## config.mk

```make
export PLATFORM = sky130hd
export DESIGN_NAME = sseg_scan_controller
export DESIGN_NICKNAME = d
export VERILOG_FILES = /design/src/rtl/sseg_pkg.sv /design/src/rtl/hex_to_sseg.sv /design/src/rtl/sseg_scan_controller.sv
export SDC_FILE = /design/constraint.sdc
export NUM_CORES = 1
export LEC_CHECK = 0
export BUFFER_PORTS_ARGS = -buffer_cell sky130_fd_sc_hd__buf_4
export CAP_MARGIN = 15
export CORE_MARGIN = 1
export CORE_UTILIZATION = 50
export CTS_BUF_LIST = sky130_fd_sc_hd__clkbuf_16
export CTS_CLUSTER_DIAMETER = 40
export CTS_CLUSTER_SIZE = 16
export DETAILED_ROUTE_END_ITERATION = 12
export PLACE_DENSITY = 0.73
export SLEW_MARGIN = 20
export SYNTH_ARGS = -nofsm -noshare
export SYNTH_HDL_FRONTEND = slang
export SYNTH_SLANG_ARGS = --single-unit
export TNS_END_PERCENT = 10
```

## constraint.sdc

```tcl
create_clock -name clk -period 3.46 [get_ports clk]
set_input_delay 0.173 -clock clk [delete_from_list [all_inputs] [get_ports clk]]
set_output_delay 0.173 -clock clk [all_outputs]
set_load 0.02 [all_outputs]
```

## src/rtl/sseg_pkg.sv

```systemverilog
// Shared constants, segment table and types for the seven-segment scan controller.
package sseg_pkg;

    localparam int unsigned NUM_DIGITS = 8;
    localparam int unsigned IDX_W      = 3;
    localparam int unsigned VAL_W      = 4;
    localparam int unsigned SEG_W      = 7;

    localparam logic [SEG_W-1:0]      SSEG_OFF = 7'h7F;
    localparam logic [NUM_DIGITS-1:0] AN_OFF   = 8'hFF;

    // Active-low patterns, bit 6 = a ... bit 0 = g; listed F down to 0.
    localparam logic [15:0][SEG_W-1:0] SEG_PATTERNS = {
        7'h38, 7'h30, 7'h42, 7'h31, 7'h60, 7'h08, 7'h04, 7'h00,
        7'h0F, 7'h20, 7'h24, 7'h4C, 7'h06, 7'h12, 7'h4F, 7'h01
    };

    typedef struct packed {
        logic             dp;
        logic [VAL_W-1:0] val;
    } digit_entry_t;

    typedef enum logic {
        BLANK = 1'b0,
        DRIVE = 1'b1
    } scan_state_e;

endpackage

```

## src/rtl/hex_to_sseg.sv

```systemverilog
// Combinational hex digit to active-low seven-segment pattern decoder.
module hex_to_sseg
    import sseg_pkg::*;
(
    input  logic [VAL_W-1:0] value_i,
    output logic [SEG_W-1:0] seg_c
);

    assign seg_c = SEG_PATTERNS[value_i];

endmodule

```

## src/rtl/sseg_scan_controller.sv

```systemverilog
// Eight-digit multiplexed display scanner with blanking gap, enable and blink masks.
module sseg_scan_controller
    import sseg_pkg::*;
#(
    parameter int unsigned DIGIT_CYCLES = 41666,
    parameter int unsigned BLANK_CYCLES = 1000,
    parameter int unsigned BLINK_FRAMES = 64
) (
    input  logic                  clk,
    input  logic                  reset_n,
    input  logic                  wr_en,
    input  logic [IDX_W-1:0]      wr_addr,
    input  logic [4:0]            wr_data,
    input  logic [NUM_DIGITS-1:0] enable_mask,
    input  logic [NUM_DIGITS-1:0] blink_mask,
    output logic                  frame_start,
    output logic [SEG_W-1:0]      sseg,
    output logic                  DP,
    output logic [NUM_DIGITS-1:0] an
);

    localparam int unsigned SLOT_W  = (DIGIT_CYCLES > 1) ? $clog2(DIGIT_CYCLES) : 1;
    localparam int unsigned FRAME_W = (BLINK_FRAMES > 1) ? $clog2(BLINK_FRAMES) : 1;

    scan_state_e           state_q, state_d;
    logic [SLOT_W-1:0]     slot_q, slot_d;
    logic [IDX_W-1:0]      digit_q, digit_d;
    logic [FRAME_W-1:0]    frame_q, frame_d;
    logic                  blink_q, blink_d;
    digit_entry_t          dbuf_q [NUM_DIGITS];

    logic [NUM_DIGITS-1:0] an_q, an_d;
    logic [SEG_W-1:0]      sseg_q, sseg_d;
    logic                  dp_q, dp_d;
    logic                  fs_q, fs_d;

    digit_entry_t          cur_entry;
    logic [SEG_W-1:0]      cur_seg;
    logic                  lit;
    logic                  slot_wrap;

    assign cur_entry = dbuf_q[digit_q];
    assign lit       = enable_mask[digit_q] & ~(blink_mask[digit_q] & blink_q);
    assign slot_wrap = (slot_q == SLOT_W'(DIGIT_CYCLES - 1));

    hex_to_sseg u_hex (
        .value_i (cur_entry.val),
        .seg_c   (cur_seg)
    );

    // Digit buffer: game-logic writes always land, last write wins.
    always_ff @(posedge clk or negedge reset_n) begin
        if (!reset_n) begin
            for (int i = 0; i < NUM_DIGITS; i++) begin
                dbuf_q[i] <= '0;
            end
        end else if (wr_en) begin
            dbuf_q[wr_addr] <= digit_entry_t'(wr_data);
        end
    end

    always_ff @(posedge clk or negedge reset_n) begin
        if (!reset_n) begin
            state_q <= BLANK;
            slot_q  <= '0;
            digit_q <= '0;
            frame_q <= '0;
            blink_q <= 1'b0;
            an_q    <= AN_OFF;
            sseg_q  <= SSEG_OFF;
            dp_q    <= 1'b1;
            fs_q    <= 1'b0;
        end else begin
            state_q <= state_d;
            slot_q  <= slot_d;
            digit_q <= digit_d;
            frame_q <= frame_d;
            blink_q <= blink_d;
            an_q    <= an_d;
            sseg_q  <= sseg_d;
            dp_q    <= dp_d;
            fs_q    <= fs_d;
        end
    end

    always_comb begin
        state_d = state_q;
        slot_d  = slot_q + SLOT_W'(1);
        digit_d = digit_q;
        frame_d = frame_q;
        blink_d = blink_q;
        an_d    = AN_OFF;
        sseg_d  = SSEG_OFF;
        dp_d    = 1'b1;
        fs_d    = (state_q == BLANK) && (slot_q == '0) && (digit_q == '0);

        // Slot wrap advances the digit; wrapping past digit 7 closes a frame.
        if (slot_wrap) begin
            slot_d  = '0;
            digit_d = digit_q + IDX_W'(1);
            if (digit_q == IDX_W'(NUM_DIGITS - 1)) begin
                if (frame_q == FRAME_W'(BLINK_FRAMES - 1)) begin
                    frame_d = '0;
                    blink_d = ~blink_q;
                end else begin
                    frame_d = frame_q + FRAME_W'(1);
                end
            end
        end

        case (state_q)
            BLANK: begin
                if (slot_q == SLOT_W'(BLANK_CYCLES - 1)) begin
                    state_d = DRIVE;
                end
            end
            DRIVE: begin
                if (slot_wrap) begin
                    state_d = BLANK;
                end
                if (lit) begin
                    an_d   = ~(NUM_DIGITS'(1) << digit_q);
                    sseg_d = cur_seg;
                    dp_d   = ~cur_entry.dp;
                end
            end
            default: state_d = BLANK;
        endcase
    end

    assign an          = an_q;
    assign sseg        = sseg_q;
    assign DP          = dp_q;
    assign frame_start = fs_q;

endmodule

```

# Yosys cells after proc, flatten, opt, wreduce, memory -nomap -nowiden
# Memory sizes are Yosys's and may differ from the RTL's.
# Index checks and enable logic that the tools add are counted.
[op_classes] addsub=3 order_cmp=5 n_eq_ne=4 shift=1 muxes=22 bitwise_logic=9 reduce_logical=7
[op_table] op="$bwmux W40" n=1
[op_table] op="$mux W7" n=3
[op_table] op="$add A16 B1 Y16 const B" n=1
[op_table] op="$eq A16 B10 Y1 const B" n=1
[op_table] op="$eq A16 B16 Y1 const B" n=1
[op_table] op="$logic_not A16 Y1" n=1
[op_table] op="$mux W16" n=1
[op_table] op="$mux W8" n=2
[op_table] op="$bmux W5 S3" n=1
[op_table] op="$demux W5 S3" n=1
[op_table] op="$mux W5" n=3
[op_table] op="$ge A4 B4 Y1 const B" n=2
[op_table] op="$not A3 Y4" n=2
[op_table] op="$not A8 Y8" n=1
[op_table] op="$shl A1 B3 Y8 const A" n=1
[op_table] op="$add A6 B1 Y6 const B" n=1
[op_table] op="$bmux W1 S3" n=2
[op_table] op="$eq A6 B6 Y1 const B" n=1
[op_table] op="$mux W1" n=6
[op_table] op="$mux W6" n=1
[op_table] op="$lt A4 B5 Y1 const B" n=1
[op_table] op="$lt A3 B4 Y1 const B" n=1
[op_table] op="$lt A4 B1 Y1 const B" n=1
[op_table] op="$not A1 Y1" n=4
[op_table] op="other kinds (8)" n=11
[word_totals] ff_bits=84 rom_bits=112 inputBits=27 word_cells=77 n_memories=1
[memory_table] memory="(name not given)" depth=16 width=7 read_ports=1 rd_ports_with_merged_regs=0 write_ports=0 line="hex_to_sseg.sv:9" source="assign seg_c = SEG_PATTERNS[value_i];"

# Logic depth before layout (Yosys ltp)
[depth] word_depth=8 depth_mapped=11 depth_no_buf=9

# Modules after synthesis
# A second synthesis with hierarchy kept.
[unflattened] cells_unflattened=342 area_unflattened_um2=4287.9
[by_module_without_submodules] module="sseg_scan_controller" n_inst=1 cells_per_inst=310 area_per_inst_um2=4012.6 seq_area_each_um2=2122.0
[by_module_without_submodules] module="hex_to_sseg" n_inst=1 cells_per_inst=32 area_per_inst_um2=275.3 seq_area_each_um2=0.0

# Least setup slack after synthesis
# No wires, ideal clock.
[synth_timing] path_kind="register to register" startpoint="reg digit_q[0]" endpoint="reg sseg_q[3], in the netlist sseg[3]" t_arrival_ps=2393 required_time_ps=3365 setup_slack_ps=972 stages_incl_launch_ff=10 path_buffers=2 cell_sequence="dfrtp_1 -> buf_6 -> buf_12 -> mux4_2 -> mux2i_1 -> inv_1 -> ha_1 -> mux2_1 -> mux2i_1 -> nand2_1"
[synth_between] elab_chain_len=8
[synth_lines] item="start, declared" line="sseg_scan_controller.sv:27" source="logic [IDX_W-1:0] digit_q, digit_d;"
[synth_lines] item="start signal, assigned" line="sseg_scan_controller.sv:76" source="digit_q <= digit_d;"
[synth_lines] item="$not A3 Y4 (not written as such)" line="sseg_scan_controller.sv:42" source="assign cur_entry = dbuf_q[digit_q];"
[synth_lines] item="$bmux W5 S3" line="sseg_scan_controller.sv:42"
[synth_lines] item="$mux W5 (not written as such) (2 in a row)" line="sseg_scan_controller.sv:42"
[synth_lines] item="$mem_v2 Z16 W7"
[synth_lines] item="$mux W7 (not written as such)" line="hex_to_sseg.sv:9"
[synth_lines] item="$mux W7 (*)" line="sseg_scan_controller.sv:121" source="if (lit) begin"
[synth_lines] item="$mux W7 (*)" line="sseg_scan_controller.sv:111" source="case (state_q)"
[synth_lines] item="via sseg_d[3]" line="sseg_scan_controller.sv:33" source="logic [SEG_W-1:0] sseg_q, sseg_d;"
[synth_lines] item="end signal, assigned" line="sseg_scan_controller.sv:80" source="sseg_q <= sseg_d;"
[synth_lines] item="end, declared" line="sseg_scan_controller.sv:33"
# Mark *: on every way through the listed nets, which the timed path passes. The rest lies on a longest branch. The select of a mux whose other input is x is not followed.
# A chain may end at the register's enable or synchronous reset.

# Final worst setup path
# Same ends and word-level chain as after synthesis.

==> key figures <==
Clock network
  • TritonCTS clock tree: built
  • Post-CTS resize count: 0
  • Clk Latency, worst-skew pair: 0.33 ns
  • Clock-pin slew on the worst setup and hold paths: ~0.06 ns
  • Number of buffers created by CTS: 9
  • Buffer cell driving the clock tree root: sky130_fd_sc_hd__clkbuf_16
  • # clock sinks: 84
  • H-tree depth: 3
  • Largest buffer count on any clock path: 2

Power and ir drop
  • Switching power as a share of total power: between 20 and 25%
  • Portion of total power attributed to the clock network: a little under two fifths
  • Reported leakage power: ~0.0021 uW
  • Logic gate share of total power: between 10% and 20%
  • Part of the power in registers: ~48%
  • Internal power component: 1824 uW
  • Maximum VDD drop: between 0.3 and 0.4 mV
  • Net Switching: slightly below 600 uW
  • Total power density per cell area: between 400 and 500 nW/um^2

Global route
  • Combined global-route utilization of all metal layers: between 20% and 30%
  • Remaining Overflow, GRT: 0
  • Vias in the first global route: between 2,000 and 3,000
  • Pin count of the biggest net entering global routing: 85
  • Wire length of the first global-routing pass: roughly 13 mm
  • Met1 global-route usage: 29.33%
  • Number of antenna violations at the first check in global routing: 0
  • Global route hottest layer: met2
  • Global Route met3 Usage: a little over 6%
  • Global routing usage on met2: between 20% and 30%

Setup path
  • Arr. time, crit path: between 2 and 3 ns
  • Critical Path Sink Type: flop
  • CP Launch Type: flop
  • Start-to-end type of the worst setup path: flop to flop
  • Required arrival time at the worst endpoint: between 3 and 4 ns
  • Worst-path maximum fanout: 21

Routing
  • Post-detailed-route count of antenna-violating nets: 0
  • First DRT Iteration DRCs: approximately 130
  • Remaining routing DRC violations: 0
  • Detailed Routing Iterations Pass 1: 4
  • Wire length per cell after detailed routing: 16.55 um
  • Total vias in the final route: 2,737
  • Wire length reported by the detailed router: between 8 and 9 mm
  • Via count normalized by instance count: ~5.5

Placement
  • Placer congestion estimate: about 0.79
  • Worst setup slack before clock tree synthesis: around 0.99 ns
  • Detailed-placement wirelength estimate: just under 6 mm
  • Port Buffers: 43

STA
  • Worst relative slew slack: 28.39%
  • Actual transition at the worst max-transition pin: roughly 1.1 ns
  • Max-slew violation count: 0
  • Achievable frequency: between 400 and 500 MHz
  • Number of endpoints with negative hold slack in the final report: 0
  • Period minus WS final: roughly 2.5 ns
  • RSZ-0062 raised after global routing: no
  • Period utilization: ~72%
  • Final WS setup: 0.9741 ns
  • Final-layout setup total negative slack: 0 ns
  • Number of endpoints failing setup at the final stage: 0
  • Post-Route Skew: about 0.011 ns

Finish
  • Nets: ~430
  • Fraction of layout instances using a drive strength above 1: a little over a third
  • Area Growth Syn to Fin: 16.72%
  • ANT cells: 0

Floorplan
  • Ports: between 40 and 50
  • Core footprint: around 8200 sq um
  • Vertical extent of the die: 93.89 um
  • Die width: 93.89 um
  • Die area: 8814 sq um
  • Initial Utilization: about half
  • Total number of placement rows: 33

Yosys
  • Number of flip-flops and latches in the synthesized netlist: 84
  • Most used flip-flop cell after synthesis: sky130_fd_sc_hd__dfrtp_1
  • Post-synthesis cell area: about 4200 sq um
  • Total of warnings raised by yosys: 0
  • Share of synthesized registers carrying an async set or reset: 100.0%
  • Fraction of the yosys area taken by sequential cells: between 50 and 60%
  • Cells after synthesis: approximately 340
  • Synthesized area per cell: around 12 sq um
  • Synth Net Count: 381
  • Number of distinct library cells after synthesis: between 40 and 50
  • Count of flip-flops with a built-in enable after synthesis: 0

Outcome
  • Result of the run: completed

Flow run
  • Max_cap viols: 0

Hold path
  • Hold Path Class: input pin to flop
-- power by group through the flow --
stage          combinational, uW  clock (uW)  sequential, uW
5_1_grt                      377         994            1150
3_5_place_dp                 343           0            1160
3_3_place_gp                 331           0            1160
2_1_floorplan                244           0            1130
4_1_cts                      345         936            1140
6_report                     345         917            1140
-- per-layer routing --
layer,vias to the layer above,routed length (um)
met5,-,0
met4,0,123
met3,10,344
met2,51,3870
met1,1365,3868
li1,1311,-
-- through the flow --
stage	hold slack [ns]	power, uW	cell area [sq um]	utilization, %	std cells
after floorplan	-0.1226	1377	4222	-	338
after global placement	0.4122	1487	4628	56.61	479
after detailed placement	0.4215	1498	4628	56.61	479
after CTS	0.05860	2420	4913	60.10	495
after global routing	0.1256	2522	4927	60.27	496
final	0.1353	2404	4927	60.27	496
-- cell type report --
class / count / area (sq um)
clock inverters: 7 / 60.06
flip-flops and latches: 84 / 2122
well taps: 105 / 131.4
inverters: 12 / 45.04
clock buffers: 9 / 225.2
repair buffers: 47 / 359.1
fillers: 636 / 3248
multi-input cells: 232 / 1984
-- critical path, cell delays in order (launching register included) --
cell	delay, ns
sky130_fd_sc_hd__dfrtp_1	0.49
sky130_fd_sc_hd__buf_4	0.36
sky130_fd_sc_hd__mux4_2	0.54
sky130_fd_sc_hd__mux2i_1	0.21
sky130_fd_sc_hd__buf_4	0.23
sky130_fd_sc_hd__mux2_1	0.35
sky130_fd_sc_hd__mux2i_1	0.14
sky130_fd_sc_hd__nand2_1	0.07
-- Yosys cell counts (10+ instances only) --
cell type                 count  area, sq um
sky130_fd_sc_hd__dfrtp_1     68         1702
sky130_fd_sc_hd__mux2_2      40        450.4
sky130_fd_sc_hd__nand2_1     37        138.9
sky130_fd_sc_hd__dfstp_2     16        420.4
sky130_fd_sc_hd__ha_1        16        200.2
sky130_fd_sc_hd__nand3_1     16        80.08
sky130_fd_sc_hd__mux4_2      14        315.3
sky130_fd_sc_hd__nor2_1      12        45.04
sky130_fd_sc_hd__xnor2_1     12        105.1
sky130_fd_sc_hd__inv_1       10        37.54
-- registers in the layout, indices dropped and copies added (netlist names) --
| name | cells |
|---|---|
| dbuf_q | 40 |
| slot_q | 16 |
| an | 8 |
| sseg | 7 |
| frame_q | 6 |
| digit_q | 3 |
| DP | 1 |
| blink_q | 1 |
| frame_start | 1 |
| state_q | 1 |
-- cells by family after synthesis --
group	count (synthesis)	share of synthesized area, %
XOR/XNOR	18	3.734
adder cells (fa/ha/maj)	16	4.742
AO/OA/AOI/OAI	27	5.009
flip-flops	84	50.27
multiplexers	63	20.63
buffers and inverters	22	2.727
AND/OR/NAND/NOR	108	12.89
-- worst paths after layout --
| path | cells after the start | start | end | slack (ns) |
|---|---|---|---|---|
| worst max-delay path | 7 | digit_q[0]$_DFFE_PN0N_ | sseg[3]$_DFF_PN1_ | 0.97 |
| worst min-delay path | 2 | wr_data[0] | dbuf_q[30]$_DFFE_PN0P_ | 0.14 |
| worst max register to register | 7 | digit_q[0]$_DFFE_PN0N_ | sseg[3]$_DFF_PN1_ | 0.97 |
| worst min register to register | 1 | frame_q[4]$_DFFE_PN0P_ | frame_q[4]$_DFFE_PN0P_ | 0.48 |
| max in group asynchronous | 2 | reset_n | dbuf_q[32]$_DFFE_PN0P_ | 2.51 |
| min in group asynchronous | 2 | reset_n | dbuf_q[35]$_DFFE_PN0P_ | 0.46 |
-- layout by cell type, fill, tap and decap left out, drive strengths merged, types with 2 or more instances in the layout --
cell	n
dfrtp	68
buf	46
mux2	42
nand2	38
dfstp	16
nand3	16
ha	16
mux4	14
inv	14
xnor2	12
nor2	12
clkbuf	9
nor3	7
mux2i	7
o21ai	7
nand4	6
xor2	6
o211ai	6
or2	6
nand2b	4
a21oi	4
clkinv	4
and3	3
nor4	3
and2	3
nand4b	3
o221ai	3
nor2b	2
nor3b	2
o31ai	2
-- repair_timing --
action / 4_1_cts / 5_1_grt
endpoints found under the hold margin: 0 / 68
hold buffers: 0 / 1
setup buffers: 0 / 0
Power figures use the tool's default switching activity.
